===== src/rtl/eth_tx_pkg.sv =====
// Shared constants and FSM encoding for the Ethernet transmit path.
// Build option: FCS_PAD_EN adds the PAD state (short frames zero-padded before the FCS).
package eth_tx_pkg;

  localparam logic [31:0] CRC_POLY_REFL = 32'hEDB88320;
  localparam logic [31:0] CRC_INIT      = 32'hFFFFFFFF;
  localparam logic [31:0] CRC_XOROUT    = 32'hFFFFFFFF;
  localparam logic [7:0]  PREAMBLE_BYTE = 8'h55;
  localparam logic [7:0]  SFD_BYTE      = 8'hD5;

`ifdef FCS_PAD_EN
  typedef enum logic [2:0] {
    ST_IDLE, ST_PRE, ST_DATA, ST_PAD, ST_FCS, ST_IFG
  } state_t;
`else
  typedef enum logic [2:0] {
    ST_IDLE, ST_PRE, ST_DATA, ST_FCS, ST_IFG
  } state_t;
`endif

endpackage


===== src/rtl/crc32_d8.sv =====
// Combinational one-byte step of the reflected IEEE 802.3 CRC-32 (LSB of the byte first).
module crc32_d8
  import eth_tx_pkg::*;
(
  input  logic [31:0] crc_in,
  input  logic [7:0]  data,
  output logic [31:0] crc_out
);

  always_comb begin
    crc_out = crc_in;
    for (int i = 0; i < 8; i++) begin
      crc_out = (crc_out >> 1) ^ (CRC_POLY_REFL & {32{crc_out[0] ^ data[i]}});
    end
  end

endmodule


===== src/rtl/eth_fcs_insert.sv =====
// Passes preamble/SFD/payload to GMII with one cycle latency, appends the FCS and enforces the IFG.
// Build option: FCS_PAD_EN zero-pads short frames to MIN_DATA bytes before the FCS.
module eth_fcs_insert
  import eth_tx_pkg::*;
#(
  parameter int IFG_CYCLES = 12,
  parameter int MIN_DATA   = 60,
  parameter int CNT_W      = 11
) (
  input  logic       tx_clk,
  input  logic       rst,
  input  logic       in_en,
  input  logic [7:0] in_data,
  output logic       gmii_tx_en,
  output logic [7:0] gmii_txd,
  output logic       frame_done,
  output logic       frame_drop
);

  localparam int IFG_W = $clog2(IFG_CYCLES + 1);

  state_t             state_q, state_d;
  logic [31:0]        crc_q, crc_d, crc_next, fcs;
  logic [CNT_W-1:0]   cnt_q, cnt_d;
  logic [1:0]         fcs_idx_q, fcs_idx_d;
  logic [IFG_W-1:0]   ifg_q, ifg_d;
  logic               tx_en_q, tx_en_d;
  logic [7:0]         txd_q, txd_d;
  logic               done_q, done_d;
  logic               drop_q, drop_d;
  logic               discard_q, discard_d;
  logic               in_en_q, post_rst_q;
  logic [7:0]         crc_byte, fcs_byte;
  logic               tail, early_win;

  // Pad bytes enter the CRC as zeros; only live data bytes feed the real input.
  assign crc_byte = (state_q == ST_DATA && in_en) ? in_data : 8'h00;
  assign fcs      = crc_q ^ CRC_XOROUT;

  crc32_d8 u_crc (
    .crc_in  (crc_q),
    .data    (crc_byte),
    .crc_out (crc_next)
  );

  always_comb begin
    case (fcs_idx_q)
      2'd0:    fcs_byte = fcs[7:0];
      2'd1:    fcs_byte = fcs[15:8];
      2'd2:    fcs_byte = fcs[23:16];
      default: fcs_byte = fcs[31:24];
    endcase
  end

  always_ff @(posedge tx_clk) begin
    if (rst) begin
      state_q    <= ST_IDLE;
      crc_q      <= CRC_INIT;
      cnt_q      <= '0;
      fcs_idx_q  <= '0;
      ifg_q      <= '0;
      tx_en_q    <= 1'b0;
      txd_q      <= 8'h00;
      done_q     <= 1'b0;
      drop_q     <= 1'b0;
      discard_q  <= 1'b0;
      in_en_q    <= 1'b0;
      post_rst_q <= 1'b1;
    end else begin
      state_q    <= state_d;
      crc_q      <= crc_d;
      cnt_q      <= cnt_d;
      fcs_idx_q  <= fcs_idx_d;
      ifg_q      <= ifg_d;
      tx_en_q    <= tx_en_d;
      txd_q      <= txd_d;
      done_q     <= done_d;
      drop_q     <= drop_d;
      discard_q  <= discard_d;
      in_en_q    <= in_en;
      post_rst_q <= 1'b0;
    end
  end

  always_comb begin
    state_d   = state_q;
    tail      = 1'b0;
    case (state_q)
      ST_IDLE: if (in_en && !discard_q && !post_rst_q)
                 state_d = (in_data == SFD_BYTE) ? ST_DATA : ST_PRE;
      ST_PRE:  if (!in_en) state_d = ST_IFG;
               else if (in_data == SFD_BYTE) state_d = ST_DATA;
      ST_DATA: if (!in_en) tail = 1'b1;
`ifdef FCS_PAD_EN
      ST_PAD:  tail = 1'b1;
`endif
      ST_FCS:  if (fcs_idx_q == 2'd3) state_d = ST_IFG;
      ST_IFG:  if (ifg_q == IFG_W'(IFG_CYCLES - 1)) state_d = ST_IDLE;
      default: state_d = ST_IDLE;
    endcase
    if (tail) begin
`ifdef FCS_PAD_EN
      if (cnt_q < CNT_W'(MIN_DATA)) state_d = ST_PAD;
      else
`endif
      state_d = ST_FCS;
    end
  end

  always_comb begin
    crc_d     = crc_q;
    cnt_d     = cnt_q;
    fcs_idx_d = fcs_idx_q;
    ifg_d     = ifg_q;
    tx_en_d   = 1'b0;
    txd_d     = 8'h00;
    done_d    = 1'b0;
    drop_d    = 1'b0;
    discard_d = discard_q & in_en;
    early_win = (state_q == ST_FCS) || (state_q == ST_IFG);
`ifdef FCS_PAD_EN
    early_win = early_win || (state_q == ST_PAD);
`endif
    case (state_q)
      ST_IDLE: begin
        if (in_en && !discard_q) begin
          if (post_rst_q) begin
            // Tail of a frame cut by reset: treat it like an early frame.
            drop_d    = 1'b1;
            discard_d = 1'b1;
          end else begin
            tx_en_d = 1'b1;
            txd_d   = in_data;
            crc_d   = CRC_INIT;
            cnt_d   = '0;
          end
        end
      end
      ST_PRE: begin
        ifg_d = '0;
        if (in_en) begin
          tx_en_d = 1'b1;
          txd_d   = in_data;
          crc_d   = CRC_INIT;
          cnt_d   = '0;
        end
      end
      ST_DATA: begin
        if (in_en) begin
          tx_en_d = 1'b1;
          txd_d   = in_data;
          crc_d   = crc_next;
          cnt_d   = (cnt_q == '1) ? cnt_q : cnt_q + 1'b1;
        end
      end
      ST_FCS: begin
        tx_en_d   = 1'b1;
        txd_d     = fcs_byte;
        fcs_idx_d = fcs_idx_q + 2'd1;
        done_d    = (fcs_idx_q == 2'd3);
        ifg_d     = '0;
      end
      ST_IFG:  ifg_d = ifg_q + 1'b1;
      default: ;
    endcase
    // The first FCS byte (or pad byte) leaves on the same edge that sees in_en low.
    if (tail) begin
      tx_en_d = 1'b1;
      if (state_d == ST_FCS) begin
        txd_d     = fcs[7:0];
        fcs_idx_d = 2'd1;
      end else begin
        txd_d = 8'h00;
        crc_d = crc_next;
        cnt_d = cnt_q + 1'b1;
      end
    end
    if (early_win && in_en && !in_en_q && !discard_q) begin
      drop_d    = 1'b1;
      discard_d = 1'b1;
    end
  end

  assign gmii_tx_en = tx_en_q;
  assign gmii_txd   = txd_q;
  assign frame_done = done_q;
  assign frame_drop = drop_q;

endmodule


===== config.mk =====
export PLATFORM = sky130hd
export DESIGN_NAME = eth_fcs_insert
export DESIGN_NICKNAME = d
export VERILOG_FILES = /design/src/rtl/eth_tx_pkg.sv /design/src/rtl/crc32_d8.sv /design/src/rtl/eth_fcs_insert.sv
export SDC_FILE = /design/constraint.sdc
export NUM_CORES = 1
export LEC_CHECK = 0
export ABC_CLOCK_PERIOD_IN_PS = 4990
export CAP_MARGIN = 20
export CORE_MARGIN = 10
export CORE_UTILIZATION = 45
export DETAILED_ROUTE_END_ITERATION = 8
export PLACE_DENSITY = 0.69
export SLEW_MARGIN = 10
export SYNTH_ARGS = -nofsm -noshare
export SYNTH_HDL_FRONTEND = slang
export SYNTH_SLANG_ARGS = --single-unit

===== constraint.sdc =====
create_clock -name tx_clk -period 4.99 [get_ports tx_clk]
set_input_delay 1.2475 -clock tx_clk [delete_from_list [all_inputs] [get_ports tx_clk]]
set_output_delay 1.2475 -clock tx_clk [all_outputs]
set_load 0.03 [all_outputs]

==> results.tsv <==
stage	metric	value	unit
placement	PortBufs	21	
floorplanning	core area	8340	µm²
floorplanning	die width	113	µm
placement	HPWL after DPL	8160	µm
drt	met2 routed WL	5170	µm
yosys	#FFs+latches synth	55	
setup_path	slowest stage delay, CP	0.59	ns
global_routing	largest net degree at the start of global routing	34	
placement	GP Congestion	0.946	
setup_path	WP data arrival	4.03	ns
final_layout	FF+latch area	1100	µm²
timing	setup TNS	0	ns
power_and_ir_drop	Power, Total	0.915	mW
drt	met3 WL	906	µm
yosys	Mapped Area	3900	µm²
final_layout	commonest non-fill, non-tap cells in the layout	nor2_1 (60), dfxtp_1 (55), inv_1 (34), a21oi_1 (34), xnor3_1 (28)	
clock_network	Clock Root Buffer	clkbuf_8	
setup_path	critical-path cell list	clkdlybuf4s50_1 -> nand4bb_1 -> buf_4 -> nor3_1 -> a211o_1 -> and2_1 -> xnor3_1 -> a21oi_1	
timing	Final Hold Violating Endpoints	0	
timing	Final Slew Violations	0	
placement	pre-CTS setup slack	0.972	ns
drt	drt wl/cell	20.2	µm
global_routing	first-pass GRT wire length	17500	µm
yosys	top cells by area, synth	dfxtp_1 (28%), xnor3_1 (16%), nor2_1 (5.8%)	
yosys	EDFF count, synth	0	
power_and_ir_drop	Gate power share	11.3	%
power_and_ir_drop	Internal	0.691	mW
final_layout	share of cells above drive strength 1	6.42	%
power_and_ir_drop	Clk pwr share	38.8	%
power_and_ir_drop	Pleak	1.95	nW
yosys	mux contribution to synthesized area	0.513	%
global_routing	Total GRT Usage	17.3	%
flow_run	max_cap viols	0	
clock_network	Bufs on Longest Clock Path	2	
final_layout	Area growth syn-to-layout	9.88	%
yosys	syn_area_per_cell	8.73	µm²
final_layout	Fillers	795	
yosys	asr flop ratio synth	0	%
timing	Tcrit/Tclk final	75.7	%
final_layout	ANT cells	0	
floorplanning	# IOs	22	
floorplanning	effective utilization at floorplan	46.8	%
floorplanning	Die Ht	113	µm
global_routing	initial antenna violation count	0	
setup_path	CP Capture Type	flip-flop	
clock_network	number of gates resized after cts	0	
clock_network	hold buffers post-CTS	0	
clock_network	post-CTS setup buffers	0	
yosys	Synth top area share	28.2	%
timing	final worst path period need	3.78	ns
power_and_ir_drop	Flop pwr share	49.9	%
min_path	Min-Delay Path Class	flip-flop to flip-flop	
timing	achievable frequency	265	MHz
drt	antenna-violating nets left	0	
yosys	Net Count, Synth	463	
power_and_ir_drop	peak supply drop	0.000150	V
yosys	post-synthesis cell type count	58	
timing	clk_skew	0.0122	ns
timing	Final WS setup	1.21	ns
global_routing	grt total ovfl	0	
drt	DRC violations left	0	
global_routing	vias in the first global route	3142	
yosys	Mapped Cells	447	
power_and_ir_drop	switching share of power	24.5	%
setup_path	Max FO, Critical Path	10	
yosys	yosys warns	0	
final_layout	commonest non-fill, non-tap cell in the layout	nor2_1	
clock_network	clk_lat worst skew	0.32	ns
floorplanning	die area	12800	µm²
power_and_ir_drop	Net Switching	0.224	mW
drt	top sig layer	met4	
clock_network	CTS tree	done	
clock_network	Worst-path clk slew	0.10	ns
timing	measured slew at the worst slew-check pin	1.12	ns
power_and_ir_drop	P per Cell Area	213	nW/µm²
drt	vias per inst	6.01	
yosys	main combinational cell family by area after synthesis	XOR/XNOR gates	
drt	M1 wire length	4820	µm
outcome	run status	finished clean	
setup_path	Worst Path Required	5.25	ns
yosys	Simple-Gate Fraction of Synth Area	17.5	%
final_layout	Final #Nets	467	
final_layout	area of the multi-input gates	2550	µm²
yosys	prevailing post-synth register cell	dfxtp_1	
setup_path	CP Launch Type	primary input	
yosys	Synth Area in XOR/XNOR	23.8	%
floorplanning	# rows	33	
timing	RSZ-0062 raised after global routing	no	
clock_network	clock net sink count	55	
setup_path	Crit Path Class	primary input to flip-flop	
clock_network	number of H-tree levels	2	
drt	Pre-antenna DRT Iters	6	
timing	Worst slew margin	25.0	%
yosys	sequential area share after synthesis	28.2	%
drt	via count	3345	
drt	drt total wl	11300	µm
clock_network	Num CTS Buffers	5	
drt	DR iter-0 viols	239	
yosys	post-synth top area cell	dfxtp_1	
timing	Final setup violation count	0	
setup_path	Worst R2R Setup Slack	1.82	ns
yosys	Synth Area in Compound Gates	21.8	%
yosys	post-synthesis adder-cell area fraction	1.60	%
setup_path	CP max-delay cell	clkdlybuf4s50_1	
area by class of cell:
class	instances	area share, %
clock buffers	6	1.69
flip-flops and latches	55	25.7
inverters	34	2.98
clock inverters	2	1.40
repair buffers	26	5.78
multi-input cells	329	59.4
well taps	105	3.06
power groups by stage:
stage	registers [mW]	clock network, mW	logic (mW)
floorplan	0.467	0	0.0649
global placement	0.466	0	0.101
detailed placement	0.466	0	0.102
CTS	0.456	0.359	0.103
global route	0.458	0.380	0.111
finish	0.457	0.355	0.104
Yosys cell counts (6+ instances only):
cell / number
nor3_1: 12
xnor3_1: 28
nand2b_1: 6
xnor2_1: 12
and2_1: 7
o21ai_0: 17
nor2_1: 60
a21oi_1: 34
or2_2: 6
dfxtp_1: 55
o22ai_1: 13
nand2_1: 22
a22oi_1: 19
inv_1: 34
nor2b_1: 7
clkbuf_1: 20
layer usage:
layer  vias to the layer above  GRT usage (%)
met2                       155           27.0
met4                         0           7.11
met1                      1578           23.1
met3                        29           2.80
li1                       1583              -
met5                         -              0
logic make-up after synthesis:
kind of cell / Yosys count
AOI/OAI and AO/OA: 129
xor gates and xnor gates: 51
adders and majority gates: 5
buffers and inverters: 63
DFF: 55
muxes: 2
and+or+nand+nor: 142
path summary, 6_finish.rpt:
path | start | endpoint | cells past startpoint
worst max-delay path | in_en | crc_q[26] | 8
worst min-delay path | discard_q | frame_drop | 1
worst max register to register | state_q[1] | crc_q[26] | 7
worst min register to register | discard_q | frame_drop | 1
registers in the layout (all words and copies together), names as in the netlist:
register and cells:
fcs_idx_q 2, frame_done 1, post_rst_q 1, discard_q 1, in_en_q 1, frame_drop 1, gmii_tx_en 1, gmii_txd 8
crc_q 32, state_q 3, ifg_q 4
critical path: cells and delay by family:
| family | cells | cell delay (ns) |
|---|---|---|
| simple gates | 3 | 1.06 |
| xor+xnor | 1 | 0.44 |
| buf+inv | 2 | 0.93 |
| compound gates | 2 | 0.34 |
stage by stage:
stage | hold slack [ns] | instance area [µm²] | std cells | utilization [%]
2_1_floorplan | 0.425 | 3900 | 447 | -
3_3_place_gp | 0.438 | 4150 | 548 | 49.7
3_5_place_dp | 0.458 | 4150 | 548 | 49.7
4_1_cts | 0.473 | 4280 | 556 | 51.3
5_1_grt | 0.505 | 4290 | 557 | 51.4
6_report | 0.466 | 4290 | 557 | 51.4
No activity file was read; power rests on OpenSTA's default activity.
